===== src/rtl/loba_seq_if.sv =====
// rtl/loba_seq_if.sv - operand/result handshake bundle for the loba_seq multiplier
interface loba_seq_if #(
  parameter int N = 16
);
  logic             in_valid;
  logic             in_ready;
  logic [N-1:0]     a;
  logic [N-1:0]     b;
  logic [1:0]       mode;
  logic             out_valid;
  logic             out_ready;
  logic [2*N-1:0]   p;
  logic             busy;

  modport master (
    output in_valid, a, b, mode, out_ready,
    input  in_ready, out_valid, p, busy
  );

  modport slave (
    input  in_valid, a, b, mode, out_ready,
    output in_ready, out_valid, p, busy
  );
endinterface


===== src/rtl/loba_seq.sv =====
// rtl/loba_seq.sv - sequential leading-one-bit approximate multiplier, one segment product per cycle
// Optional LOBA_SEQ_ZERO_BYPASS_EN: a zero operand skips the accumulate phase.
module loba_seq #(
  parameter int N = 16,
  parameter int K = 4
) (
  input  logic        clk,
  input  logic        rst,
  loba_seq_if.slave   s_if
);
  localparam int SW = (N > 1) ? $clog2(N) : 1;

  typedef enum logic [1:0] {S_IDLE, S_SPLIT, S_ACC, S_DONE} state_t;

  state_t           r_state;
  state_t           w_state_nxt;
  logic [N-1:0]     r_a;
  logic [N-1:0]     r_b;
  logic [1:0]       r_mode;
  logic [1:0]       r_cnt;
  logic [2*N-1:0]   r_acc;
  logic [K-1:0]     r_ah, r_al, r_bh, r_bl;
  logic [SW-1:0]    r_sah, r_sal, r_sbh, r_sbl;

  logic             w_in_ready;
  logic             w_out_valid;
  logic             w_busy;
  logic             w_accept;
  logic [1:0]       w_last;
  logic [K-1:0]     w_ah, w_al, w_bh, w_bl;
  logic [SW-1:0]    w_sah, w_sal, w_sbh, w_sbl;
  logic [N-1:0]     w_ra, w_rb;
  logic [K-1:0]     w_ma, w_mb;
  logic [SW:0]      w_sh;
  logic [2*K-1:0]   w_prod;
  logic [2*N-1:0]   w_term;

  // Shift that places the leading one of x at bit K-1 of the segment; zero input gives zero.
  function automatic logic [SW-1:0] seg_shift(input logic [N-1:0] x);
    int idx;
    int sh;
    idx = 0;
    for (int i = 0; i < N; i++) begin
      if (x[i]) idx = i;
    end
    sh = (idx > K - 1) ? idx - (K - 1) : 0;
    return SW'(sh);
  endfunction

  assign w_sah = seg_shift(r_a);
  assign w_ah  = K'(r_a >> w_sah);
  assign w_ra  = r_a & ~(N'(w_ah) << w_sah);
  assign w_sal = seg_shift(w_ra);
  assign w_al  = K'(w_ra >> w_sal);

  assign w_sbh = seg_shift(r_b);
  assign w_bh  = K'(r_b >> w_sbh);
  assign w_rb  = r_b & ~(N'(w_bh) << w_sbh);
  assign w_sbl = seg_shift(w_rb);
  assign w_bl  = K'(w_rb >> w_sbl);

  // Counter bit 1 picks A's segment, bit 0 picks B's: HH, HL, LH, LL.
  assign w_ma   = r_cnt[1] ? r_al : r_ah;
  assign w_mb   = r_cnt[0] ? r_bl : r_bh;
  assign w_sh   = {1'b0, (r_cnt[1] ? r_sal : r_sah)} + {1'b0, (r_cnt[0] ? r_sbl : r_sbh)};
  assign w_prod = w_ma * w_mb;
  assign w_term = (2 * N)'(w_prod) << w_sh;

  assign w_last   = (r_mode == 2'd0) ? 2'd0 : ((r_mode == 2'd1) ? 2'd1 : 2'd3);
  assign w_accept = s_if.in_valid & w_in_ready;

  always_ff @(posedge clk or posedge rst) begin
    if (rst) r_state <= S_IDLE;
    else     r_state <= w_state_nxt;
  end

  always_comb begin
    w_state_nxt = r_state;
    w_in_ready  = 1'b0;
    w_out_valid = 1'b0;
    w_busy      = 1'b1;
    case (r_state)
      S_IDLE: begin
        w_in_ready = 1'b1;
        w_busy     = 1'b0;
        if (s_if.in_valid) w_state_nxt = S_SPLIT;
      end
      S_SPLIT: begin
`ifdef LOBA_SEQ_ZERO_BYPASS_EN
        w_state_nxt = ((r_a == '0) || (r_b == '0)) ? S_DONE : S_ACC;
`else
        w_state_nxt = S_ACC;
`endif
      end
      S_ACC: begin
        if (r_cnt == w_last) w_state_nxt = S_DONE;
      end
      S_DONE: begin
        w_out_valid = 1'b1;
        if (s_if.out_ready) w_state_nxt = S_IDLE;
      end
      default: w_state_nxt = S_IDLE;
    endcase
  end

  always_ff @(posedge clk or posedge rst) begin
    if (rst) begin
      r_a    <= '0;
      r_b    <= '0;
      r_mode <= '0;
      r_cnt  <= '0;
      r_acc  <= '0;
      r_ah   <= '0;
      r_al   <= '0;
      r_bh   <= '0;
      r_bl   <= '0;
      r_sah  <= '0;
      r_sal  <= '0;
      r_sbh  <= '0;
      r_sbl  <= '0;
    end else begin
      if (w_accept) begin
        r_a    <= s_if.a;
        r_b    <= s_if.b;
        r_mode <= s_if.mode;
      end
      if (r_state == S_SPLIT) begin
        r_ah  <= w_ah;
        r_al  <= w_al;
        r_bh  <= w_bh;
        r_bl  <= w_bl;
        r_sah <= w_sah;
        r_sal <= w_sal;
        r_sbh <= w_sbh;
        r_sbl <= w_sbl;
        r_acc <= '0;
        r_cnt <= '0;
      end
      if (r_state == S_ACC) begin
        r_acc <= r_acc + w_term;
        r_cnt <= r_cnt + 2'd1;
      end
    end
  end

  assign s_if.in_ready  = w_in_ready;
  assign s_if.out_valid = w_out_valid;
  assign s_if.busy      = w_busy;
  assign s_if.p         = r_acc;
endmodule


===== src/flat_wrapper.sv =====
// flat-port wrapper written by rule: the top's interface ports become plain ports
module loba_seq_flat 
#(
  parameter int N = 16,
  parameter int K = 4
)
  (clk, rst, s_if_in_valid, s_if_a, s_if_b, s_if_mode, s_if_out_ready, s_if_in_ready, s_if_out_valid, s_if_p, s_if_busy);
  loba_seq_if #(.N(N)) s_if_i ();
  input  logic clk;
  input  logic rst;
  input wire logic [$bits(s_if_i.in_valid)-1:0] s_if_in_valid;
  input wire logic [$bits(s_if_i.a)-1:0] s_if_a;
  input wire logic [$bits(s_if_i.b)-1:0] s_if_b;
  input wire logic [$bits(s_if_i.mode)-1:0] s_if_mode;
  input wire logic [$bits(s_if_i.out_ready)-1:0] s_if_out_ready;
  output wire logic [$bits(s_if_i.in_ready)-1:0] s_if_in_ready;
  output wire logic [$bits(s_if_i.out_valid)-1:0] s_if_out_valid;
  output wire logic [$bits(s_if_i.p)-1:0] s_if_p;
  output wire logic [$bits(s_if_i.busy)-1:0] s_if_busy;
  assign s_if_i.in_valid = s_if_in_valid;
  assign s_if_i.a = s_if_a;
  assign s_if_i.b = s_if_b;
  assign s_if_i.mode = s_if_mode;
  assign s_if_i.out_ready = s_if_out_ready;
  assign s_if_in_ready = s_if_i.in_ready;
  assign s_if_out_valid = s_if_i.out_valid;
  assign s_if_p = s_if_i.p;
  assign s_if_busy = s_if_i.busy;
  loba_seq #(.N(N), .K(K)) u_core (.clk(clk), .rst(rst), .s_if(s_if_i));
endmodule

===== config.mk =====
export PLATFORM = sky130hd
export DESIGN_NAME = loba_seq_flat
export DESIGN_NICKNAME = d
export VERILOG_FILES = /design/src/rtl/loba_seq_if.sv /design/src/rtl/loba_seq.sv /design/src/flat_wrapper.sv
export SDC_FILE = /design/constraint.sdc
export NUM_CORES = 1
export LEC_CHECK = 0
export ABC_AREA = 0
export BUFFER_PORTS_ARGS = -buffer_cell sky130_fd_sc_hd__buf_2
export CAP_MARGIN = 20
export CORE_MARGIN = 2
export CORE_UTILIZATION = 35
export CTS_CLUSTER_SIZE = 28
export DETAILED_ROUTE_END_ITERATION = 12
export GPL_ROUTABILITY_DRIVEN = 0
export PLACE_DENSITY = 0.53
export SETUP_SLACK_MARGIN = 0.2
export SLEW_MARGIN = 10
export SYNTH_ARGS = -nofsm -noshare
export SYNTH_HDL_FRONTEND = slang
export SYNTH_SLANG_ARGS = --single-unit
export TNS_END_PERCENT = 50

===== constraint.sdc =====
create_clock -name clk -period 11 [get_ports clk]
set_input_delay 1.1 -clock clk [delete_from_list [all_inputs] [get_ports clk]]
set_output_delay 1.1 -clock clk [all_outputs]
set_load 0.01 [all_outputs]

==> results.json <==
{
  "die_h_um": 180.0,
  "status": "complete, no violations",
  "max_clock_freq_mhz": 123.9,
  "avgViaCountPerCell": 5.744,
  "setup.worst_path.end_class": "flop",
  "ys_ff_latch": 102,
  "worst-r2r-cell-count": 31,
  "cp_top_family": "compound AO/OA/AOI/OAI gates",
  "area_delta_synth_final_pct": 7.953,
  "synth_top_family_by_area": "compound AO/OA/AOI/OAI gates",
  "rsz0062_at_grt": "no",
  "route.detailed.drc": 0,
  "synth-simple-area-share_pct": 20.97,
  "worst_slew_pin_slew_ns": 0.9849,
  "min_period_over_period_pct": 73.40,
  "tritoncts": "yes",
  "overflow": 0,
  "dp.final_hpwl_um": 22870,
  "crit_end": "u_core.s_if.p[31]$_DFFE_PP0P_",
  "io-pin-count": 73,
  "cts_buffers": 9,
  "synthArstFlopShare_pct": 100.0,
  "finalHoldViolCount": 0,
  "synth-edff-count": 0,
  "arrival_ns": 8.30,
  "layout.nets": 1440,
  "synthMuxAreaShare_pct": 11.22,
  "core_area_um2": 30510,
  "holdBufCountCts": 0,
  "die_area_um2": 32400,
  "grt_max_degree": 72,
  "synthTopCellsByArea": "dfrtp_1 (24%), ha_1 (6.5%), mux2_2 (6.0%)",
  "crit_cells": 31,
  "wl_um": 30160,
  "netlist_area_um2": 10840,
  "cp_max_fo": 15,
  "clk_pin_slew_ns": 0.07,
  "die_x_um": 180.0,
  "postSynthCellCount": 1321,
  "grt_pass1_wl_um": 50230,
  "crit_buf_inv": 1,
  "finalSetupTns_ns": 0,
  "yosys_warnings": 0,
  "slew_headroom_pct": 33.87,
  "cts_setup_buffers": 0,
  "crit_top_cell": "a21oi_1",
  "first_global_vias": 9508,
  "numPortBuffers": 72,
  "cts_buffer_depth": 2,
  "clock_skew_ns": 0.01025,
  "htreeDepth": 3,
  "timing.rr.start": "u_core.r_cnt[0]$_DFFE_PP0P_",
  "cp-start-kind": "flop",
  "synth_seq_area_share_pct": 23.55,
  "synthAdderAreaFrac_pct": 7.572,
  "fin_crit_ns": 8.074,
  "antennaDiodeCount": 0,
  "cp-startpoint": "u_core.r_cnt[0]$_DFFE_PP0P_",
  "ys.flop_type": "dfrtp_1",
  "antenna_found_initial": 0,
  "avgSynthCellArea_um2": 8.206,
  "root_buffer": "clkbuf_16",
  "worst-r2r-setup-slack_ns": 2.93,
  "yosysTopAreaCellShare_pct": 23.55,
  "grt_usage_pct": 18.61,
  "slowest_delay_ns": 0.70,
  "syn-num-nets": 1421,
  "via_count": 10000,
  "worstReg2RegEnd": "u_core.s_if.p[31]$_DFFE_PP0P_",
  "critPathKind": "flop to flop",
  "drt-pass1-iter-count": 6,
  "ant_nets": 0,
  "synthXorXnorAreaFrac_pct": 2.828,
  "ys_types": 111,
  "synth_compound_area_share_pct": 27.46,
  "clk_latency_ns": 0.36,
  "initial_core_util_pct": 35.53,
  "drv_cap": 0,
  "rows": 64,
  "cts_sinks": 102,
  "maxSlewViolCount": 0,
  "wl_per_cell_um": 17.33,
  "cp_slowest_cell": "dfrtp_1",
  "cp_data_required_time_ns": 11.23,
  "drive_gt1_share_pct": 17.25,
  "post_cts_resized": 0,
  "hp-class": "flop to flop",
  "dr.first_iter.drc_count": 713,
  "setup_violations": 0,
  "synth_top_area_cell": "dfrtp_1"
}
-- flip-flops by register name (all words and copies together) (netlist names) --
name            cells
u_core.s_if.p      32
u_core.r_a         16
u_core.r_b         16
u_core.r_ah         4
u_core.r_al         4
u_core.r_bh         4
u_core.r_bl         4
u_core.r_sah        4
u_core.r_sal        4
u_core.r_sbh        4
u_core.r_sbl        4
u_core.r_cnt        2
u_core.r_mode       2
u_core.r_state      2
-- area by class of cell --
type / count / area [µm²]
clock buffers: 11 / 242.7
fillers: 3164 / 18810
flip-flops and latches: 102 / 2552
repair buffers: 80 / 420.4
inverters: 96 / 362.8
clock inverters: 5 / 35.03
well taps: 396 / 495.5
multi-input cells: 1051 / 7594
-- worst min path at each step --
stage                                     start                          end  slack (ns)  cells past startpoint
global route        u_core.r_sal[0]$_DFFE_PP0N_  u_core.r_sal[0]$_DFFE_PP0N_        0.51                      2
global placement    u_core.r_sal[0]$_DFFE_PP0N_  u_core.r_sal[0]$_DFFE_PP0N_        0.46                      2
detailed placement  u_core.r_sal[0]$_DFFE_PP0N_  u_core.r_sal[0]$_DFFE_PP0N_        0.47                      2
CTS                 u_core.r_sal[0]$_DFFE_PP0N_  u_core.r_sal[0]$_DFFE_PP0N_        0.49                      2
finish              u_core.r_sbh[1]$_DFFE_PP0N_  u_core.r_sbh[1]$_DFFE_PP0N_        0.48                      2
floorplan           u_core.r_sal[0]$_DFFE_PP0N_  u_core.r_sal[0]$_DFFE_PP0N_        0.44                      2
-- Yosys cell counts, drive strengths merged (19+ instances only) --
cell / instances
o22ai: 36
nor3: 42
a31oi: 27
mux2i: 48
o21ai: 70
nand2b: 23
clkbuf: 43
buf: 29
ha: 56
dfrtp: 102
inv: 94
mux2: 63
nand2: 97
a21oi: 74
a21o: 19
nor2: 131
nand3: 45
-- per-stage QoR --
step / std cells / instance area, µm² / util (%) / hold WS [ns] / setup WS [ns]
6_report: 1741 / 11700 / 38.36 / 0.4834 / 2.926
5_1_grt: 1741 / 11700 / 38.36 / 0.5063 / 2.286
4_1_cts: 1741 / 11700 / 38.36 / 0.4857 / 2.993
3_5_place_dp: 1725 / 11420 / 37.45 / 0.4664 / 3.028
3_3_place_gp: 1725 / 11420 / 37.45 / 0.4629 / 3.317
2_1_floorplan: 1321 / 10840 / - / 0.4444 / 3.829
-- worst reg2reg max path, delay by kind of cell (launching register included) --
kind	cells	cell delay, ns
compound gates	14	2.92
xor+xnor	2	0.30
fa+ha+maj	4	1.81
buf+inv	1	0.06
flops	1	0.70
mux	4	0.96
simple gates	6	1.22
-- logic make-up (layout without fill, tap and decap cells) --
| family | Yosys count | after routing |
|---|---|---|
| AOI/OAI and AO/OA | 398 | 398 |
| buffers and inverters | 168 | 192 |
| xor gates and xnor gates | 35 | 35 |
| DFF | 102 | 102 |
| and+or+nand+nor | 444 | 444 |
| adders and majority gates | 62 | 62 |
| muxes | 112 | 112 |
-- metal layers --
metal | share of wire [%] | global-route usage [%] | up-vias
met5 | 0 | 0 | -
met4 | 1.3 | 4.098 | 0
met3 | 4.1 | 2.613 | 30
met2 | 46 | 30.10 | 277
met1 | 49 | 26.31 | 4759
li1 | - | - | 4934
-- cell usage in the layout (no fill, tap or decap), types with 13 or more instances in the layout --
cell,synthesis,layout
a21o_1,18,18
a21oi_1,68,68
a31oi_1,23,23
buf_2,21,72
dfrtp_1,102,102
ha_1,56,56
inv_1,93,92
mux2_2,58,58
mux2i_1,48,48
nand2_1,97,97
nand2b_1,23,23
nand3_1,44,44
nor2_1,128,128
nor2b_1,16,16
nor3_1,36,36
o211ai_1,15,15
o21ai_0,54,54
o21ai_1,13,13
o22ai_1,36,36
or3_1,13,13
xnor2_1,17,17
xor2_1,18,18
Power is left out: the tool's default activity adds up to more than one toggle a clock period on the data nets, which glitch-free logic cannot reach.
